**src/rtl/crc_pkt_pkg.sv**
```systemverilog
// Shared types and the combinational crc8 step for the packet CRC controller.
package crc_pkt_pkg;

  localparam int CRC_W = 8;
  localparam logic [CRC_W-1:0] CRC_POLY = 8'hCF;

  typedef enum logic [1:0] {
    IDLE,
    GEN_DATA,
    GEN_APPEND,
    CHK_DATA
  } state_e;

  // MSB-first, no reflection, no final XOR: x^8+x^7+x^6+x^3+x^2+x+1.
  function automatic logic [CRC_W-1:0] crc8_step(input logic [CRC_W-1:0] crc,
                                                 input logic [CRC_W-1:0] data);
    logic [CRC_W-1:0] c;
    c = crc ^ data;
    for (int i = 0; i < CRC_W; i++) begin
      c = c[CRC_W-1] ? ((c << 1) ^ CRC_POLY) : (c << 1);
    end
    return c;
  endfunction

endpackage

```
**src/rtl/crc_pkt_oreg.sv**
```systemverilog
// Single-stage output register: holds its beat while the consumer stalls.
module crc_pkt_oreg
  import crc_pkt_pkg::*;
(
  input  logic             clk,
  input  logic             rst,
  input  logic             push_i,
  input  logic [CRC_W-1:0] data_i,
  input  logic             sop_i,
  input  logic             eop_i,
  input  logic             err_i,
  output logic             free_o,
  input  logic             out_ready,
  output logic             out_valid,
  output logic [CRC_W-1:0] out_data,
  output logic             out_sop,
  output logic             out_eop,
  output logic             out_crc_err
);

  logic             valid_q, valid_d;
  logic [CRC_W-1:0] data_q, data_d;
  logic             sop_q, sop_d;
  logic             eop_q, eop_d;
  logic             err_q, err_d;

  assign free_o = !valid_q | out_ready;

  // The producer only pushes when free_o is high, so a push never overwrites a stalled beat.
  always_comb begin
    valid_d = valid_q;
    data_d  = data_q;
    sop_d   = sop_q;
    eop_d   = eop_q;
    err_d   = err_q;
    if (push_i) begin
      valid_d = 1'b1;
      data_d  = data_i;
      sop_d   = sop_i;
      eop_d   = eop_i;
      err_d   = err_i;
    end else if (out_ready) begin
      valid_d = 1'b0;
      sop_d   = 1'b0;
      eop_d   = 1'b0;
      err_d   = 1'b0;
    end
  end

  always_ff @(posedge clk) begin
    if (rst) begin
      valid_q <= 1'b0;
      data_q  <= '0;
      sop_q   <= 1'b0;
      eop_q   <= 1'b0;
      err_q   <= 1'b0;
    end else begin
      valid_q <= valid_d;
      data_q  <= data_d;
      sop_q   <= sop_d;
      eop_q   <= eop_d;
      err_q   <= err_d;
    end
  end

  assign out_valid   = valid_q;
  assign out_data    = data_q;
  assign out_sop     = sop_q;
  assign out_eop     = eop_q;
  assign out_crc_err = err_q;

endmodule

```
**src/rtl/crc_pkt_ctrl.sv**
```systemverilog
// Packet CRC sequencer: appends (generate) or strips and verifies (check) a trailing crc8 byte.
// Optional statistics counters are enabled by defining CRC_PKT_STATS_EN.
module crc_pkt_ctrl
  import crc_pkt_pkg::*;
#(
  parameter logic [CRC_W-1:0] INIT_VAL    = 8'hFF,
  parameter logic             GEN_DEFAULT = 1'b1
) (
  input  logic             clk,
  input  logic             rst,
  input  logic             mode_i,
  input  logic             in_valid,
  output logic             in_ready,
  input  logic [CRC_W-1:0] in_data,
  input  logic             in_sop,
  input  logic             in_eop,
  output logic             out_valid,
  input  logic             out_ready,
  output logic [CRC_W-1:0] out_data,
  output logic             out_sop,
  output logic             out_eop,
  output logic             out_crc_err,
  output logic             runt_err
`ifdef CRC_PKT_STATS_EN
  ,
  input  logic             stats_clr,
  output logic [15:0]      pkt_cnt,
  output logic [15:0]      err_cnt
`endif
);

  // GEN_DEFAULT is informational only; mode_i always selects the mode.
  logic unused_gen_default;
  assign unused_gen_default = GEN_DEFAULT;

  state_e           state_q, state_d;
  logic [CRC_W-1:0] crc_q, crc_d;
  logic [CRC_W-1:0] hold_q, hold_d;
  logic             hold_sop_q, hold_sop_d;
  logic             runt_q, runt_d;

  logic             free;
  logic             push;
  logic [CRC_W-1:0] push_data;
  logic             push_sop, push_eop, push_err;

  always_comb begin
    state_d    = state_q;
    crc_d      = crc_q;
    hold_d     = hold_q;
    hold_sop_d = hold_sop_q;
    runt_d     = 1'b0;
    in_ready   = free;
    push       = 1'b0;
    push_data  = in_data;
    push_sop   = 1'b0;
    push_eop   = 1'b0;
    push_err   = 1'b0;
    case (state_q)
      IDLE: begin
        in_ready = free | !in_sop;
        if (in_valid && in_ready && in_sop) begin
          crc_d = crc8_step(INIT_VAL, in_data);
          if (mode_i) begin
            push     = 1'b1;
            push_sop = 1'b1;
            state_d  = in_eop ? GEN_APPEND : GEN_DATA;
          end else if (in_eop) begin
            runt_d = 1'b1;
            crc_d  = INIT_VAL;
          end else begin
            hold_d     = in_data;
            hold_sop_d = 1'b1;
            state_d    = CHK_DATA;
          end
        end
      end
      GEN_DATA: begin
        if (in_valid && in_ready) begin
          crc_d = crc8_step(crc_q, in_data);
          push  = 1'b1;
          if (in_eop) state_d = GEN_APPEND;
        end
      end
      GEN_APPEND: begin
        in_ready = 1'b0;
        if (free) begin
          push      = 1'b1;
          push_data = crc_q;
          push_eop  = 1'b1;
          crc_d     = INIT_VAL;
          state_d   = IDLE;
        end
      end
      CHK_DATA: begin
        // The byte in hold goes out one beat late so the EOP byte (the received CRC) can be stripped.
        if (in_valid && in_ready) begin
          push       = 1'b1;
          push_data  = hold_q;
          push_sop   = hold_sop_q;
          hold_sop_d = 1'b0;
          if (in_eop) begin
            push_eop = 1'b1;
            push_err = (crc_q != in_data);
            crc_d    = INIT_VAL;
            state_d  = IDLE;
          end else begin
            crc_d  = crc8_step(crc_q, in_data);
            hold_d = in_data;
          end
        end
      end
      default: state_d = IDLE;
    endcase
  end

  always_ff @(posedge clk) begin
    if (rst) begin
      state_q    <= IDLE;
      crc_q      <= INIT_VAL;
      hold_q     <= '0;
      hold_sop_q <= 1'b0;
      runt_q     <= 1'b0;
    end else begin
      state_q    <= state_d;
      crc_q      <= crc_d;
      hold_q     <= hold_d;
      hold_sop_q <= hold_sop_d;
      runt_q     <= runt_d;
    end
  end

  assign runt_err = runt_q;

  crc_pkt_oreg u_oreg (
    .clk         (clk),
    .rst         (rst),
    .push_i      (push),
    .data_i      (push_data),
    .sop_i       (push_sop),
    .eop_i       (push_eop),
    .err_i       (push_err),
    .free_o      (free),
    .out_ready   (out_ready),
    .out_valid   (out_valid),
    .out_data    (out_data),
    .out_sop     (out_sop),
    .out_eop     (out_eop),
    .out_crc_err (out_crc_err)
  );

`ifdef CRC_PKT_STATS_EN
  logic [15:0] pkt_cnt_q, pkt_cnt_d;
  logic [15:0] err_cnt_q, err_cnt_d;
  logic        eop_fire;

  assign eop_fire = out_valid & out_ready & out_eop;

  // Saturating counters; clear takes priority over a same-cycle increment.
  always_comb begin
    pkt_cnt_d = pkt_cnt_q;
    err_cnt_d = err_cnt_q;
    if (stats_clr) begin
      pkt_cnt_d = '0;
      err_cnt_d = '0;
    end else begin
      if (eop_fire && pkt_cnt_q != 16'hFFFF) pkt_cnt_d = pkt_cnt_q + 16'd1;
      if (((eop_fire && out_crc_err) || runt_q) && err_cnt_q != 16'hFFFF)
        err_cnt_d = err_cnt_q + 16'd1;
    end
  end

  always_ff @(posedge clk) begin
    if (rst) begin
      pkt_cnt_q <= '0;
      err_cnt_q <= '0;
    end else begin
      pkt_cnt_q <= pkt_cnt_d;
      err_cnt_q <= err_cnt_d;
    end
  end

  assign pkt_cnt = pkt_cnt_q;
  assign err_cnt = err_cnt_q;
`endif

endmodule

```
**config.mk**
```make
export PLATFORM = sky130hd
export DESIGN_NAME = crc_pkt_ctrl
export DESIGN_NICKNAME = d
export VERILOG_FILES = /design/src/rtl/crc_pkt_pkg.sv /design/src/rtl/crc_pkt_oreg.sv /design/src/rtl/crc_pkt_ctrl.sv
export SDC_FILE = /design/constraint.sdc
export NUM_CORES = 1
export LEC_CHECK = 0
export CAP_MARGIN = 20
export CORE_ASPECT_RATIO = 0.5
export CORE_MARGIN = 1.5
export CORE_UTILIZATION = 42
export CTS_CLUSTER_SIZE = 20
export DETAILED_ROUTE_END_ITERATION = 10
export PLACE_DENSITY_LB_ADDON = 0.08
export SYNTH_ARGS = -nofsm -noshare
export SYNTH_HDL_FRONTEND = slang
export SYNTH_SLANG_ARGS = --single-unit
```
**constraint.sdc**
```tcl
create_clock -name clk -period 8.05 [get_ports clk]
set_clock_uncertainty 0.15 [all_clocks]
set_input_delay 2.0125 -clock clk [delete_from_list [all_inputs] [get_ports clk]]
set_output_delay 2.0125 -clock clk [all_outputs]
set_load 0.02 [all_outputs]
```
==> flow_metrics.tcl <==
set metrics [dict create \
    tns_ns 0 \
    path_max_fanout 10 \
    dpl.hpwl_um 4292 \
    stdcell_area_um2 2591 \
    post-place-ws_ns 2.174 \
    syn-num-nets 277 \
    timing.rr.end "u_oreg.out_data[1]" \
    core_um2 4977 \
    startpoint_type "input pin" \
    synth_cell_types 51 \
    synth_top_area_frac 0.2911 \
    r2r_start "state_q[0]" \
    die_area_um2 5710 \
    endpoint_kind "output pin" \
    yosys-top-cells-count "dfxtp_1, a21oi_1, xnor2_1" \
    htreeDepth 2 \
    regArea_um2 640.6 \
    rsz0062_at_grt "no" \
    syn-instance-count 257 \
    grt_pass1_vias 1808 \
    routed_wl_um 5699 \
    period_needed_ns 5.902 \
    power_density_nw_per_um2 320.1 \
    die_h_um 54.19 \
    wl_per_cell_um 16.71 \
    fin_ws_ns 2.148 \
    grt_pass1_wl_um 9232 \
    hold_path_end "hold_q[1]" \
    status "completed" \
    clk_pin_slew_ns 0.06 \
    postCtsResizedCells 0 \
    worst_pin_slew_ns 1.005 \
    netlist_top_cells_area "dfxtp_1, xnor2_1, xor2_1" \
    hp-class "reg2reg" \
    setup_viol 0 \
    fin_nets 291 \
    min-delay-start "hold_q[1]" \
    cts.sinks 32 \
    syn_avg_cell_area_um2 8.564 \
    gr-total-overflow 0 \
    relSlewSlack 0.3301 \
    final_max_slew_viol_count 0 \
    drive_above_1_share 0.07380 \
    arrival_ns 3.74 \
    gp_congestion 0.8636 \
    power_leakage_nw 0.9522 \
    rr_worst_depth 6 \
    peakVddDrop_mv 0.1304 \
    synth_warnings 0 \
    worstSetupPathType "in2out" \
    num_antenna_cells 0 \
    drtIter0Drc 115 \
    num_rows 18 \
    multiInputGateArea_um2 1436 \
    ctsRootBufferMaster "clkbuf_8" \
    first_pass_iters 6 \
    vias 1980 \
    max_clock_freq_mhz 169.4 \
    nFillCells 488 \
    yosysMostFrequentCell "dfxtp_1" \
    hold_depth 2 \
    track_usage 0.2141 \
    fin_util 0.5206 \
    clk-insertion-delay-late_ns 0.28 \
    boundaryPins 29 \
    crit_required_ns 5.89 \
    portBuffers 28 \
    antenna_left 0 \
    post-cts-setup-buffers 0 \
    hold_buffers 0 \
    yosys.area.top_type "dfxtp_1" \
    place_area_um2 2467 \
    cts_tree "done" \
    max_cap_violations 0 \
    via_per_inst 5.806 \
    syn_to_final_growth_pct 17.74 \
    fin_crit_sh 0.7331 \
    synth_seq_cells 32 \
    yosys_most_used_dff "dfxtp_1" \
    r2r_setup_slack_ns 5.28 \
    grt_max_degree 29 \
    antenna_found_initial 0 \
    hold_violations 0 \
    drc 0 \
    start_util 0.4422 \
    synth_area_um2 2201 \
    chipWidth_um 105.4 \
    synth_edf_count 0 \
    max-clock-path-buffers 2 \
    yosysSeqAreaShare 0.2911 \
    ys_async_sr_fraction 0 \
    cts-buffers-inserted 5 \
]
-- through the flow --
stage          hold WS (ns)  power (mW)  std cells
2_1_floorplan        0.3033      0.5948        257
3_3_place_gp         0.3101      0.6848        333
3_5_place_dp         0.3179      0.6882        333
4_1_cts              0.3276      0.8281        340
5_1_grt              0.3451      0.8861        341
6_report             0.3277      0.8294        341
-- layer usage --
metal | share of wire | vias to the layer above | global-route usage
li1 | - | 969 | -
met4 | 0.010 | 0 | 0.05936
met3 | 0.075 | 9 | 0.05206
met1 | 0.52 | 925 | 0.3115
met5 | 0 | - | 0
met2 | 0.39 | 77 | 0.3126
-- worst max-delay path by stage --
stage / slack (ns) / endpoint / startpoint / cells after the start
floorplan: 3.29 / in_ready / out_ready / 4
global placement: 2.21 / in_ready / out_ready / 5
detailed placement: 2.17 / in_ready / out_ready / 5
CTS: 2.16 / in_ready / out_ready / 5
global route: 2.06 / in_ready / out_ready / 5
finish: 2.15 / in_ready / out_ready / 5
-- worst max-delay path, stage by stage --
cell and delay (ns):
clkdlybuf4s50_1 0.53, nand2b_1 0.32, o21ai_0 0.14, o21ai_0 0.10, clkdlybuf4s50_1 0.63
-- cells by family (layout without fill, tap and decap cells) --
| kind of cell | count (synthesis) | after routing | share of synthesized area |
|---|---|---|---|
| buffers and inverters | 28 | 42 | 0.05628 |
| AOI/OAI and AO/OA | 77 | 77 | 0.2411 |
| adders and majority gates | 5 | 5 | 0.02843 |
| xor gates and xnor gates | 42 | 42 | 0.2155 |
| DFF | 32 | 32 | 0.2911 |
| and+or+nand+nor | 73 | 73 | 0.1677 |
-- final cells by class --
cell class | count | share of cell area
Inverter | 6 | 0.008691
Multi-Input combinational cell | 197 | 0.5543
Clock buffer | 7 | 0.03718
Timing Repair Buffer | 29 | 0.1188
Sequential cell | 32 | 0.2472
Tap cell | 70 | 0.03380
-- placed cells by master, fill, tap and decap left out, types with 3 or more instances in the layout --
cell             instances
or2_2                    3
nor4_1                   3
ha_1                     5
nand3_1                 11
inv_1                    6
nor3_1                  14
dfxtp_1                 32
clkbuf_8                 7
nand2_1                 14
nor2b_1                  3
nand2b_1                 3
nor2_1                  13
xor2_1                  14
a222oi_1                 8
xnor2_1                 20
o311ai_0                 3
a21oi_1                 22
clkdlybuf4s50_1         28
xnor3_1                  3
a211oi_1                10
o21ai_0                 15
-- report_power, final --
part / total [mW] / internal, mW / switching (mW)
Clock: 0.135 / 0.0761 / 0.0589
Sequential: 0.219 / 0.189 / 0.0300
Combinational: 0.475 / 0.242 / 0.233
Total: 0.829 / 0.507 / 0.322
-- registers in the layout, summed over array words and instances, names as in the netlist --
signal and flops:
u_oreg.out_crc_err 1, u_oreg.out_valid 1, u_oreg.out_eop 1, u_oreg.out_data 8, hold_q 8, u_oreg.out_sop 1, runt_err 1, state_q 2
crc_q 8, hold_sop_q 1
Note: power is estimated with default switching activity, not from simulation.
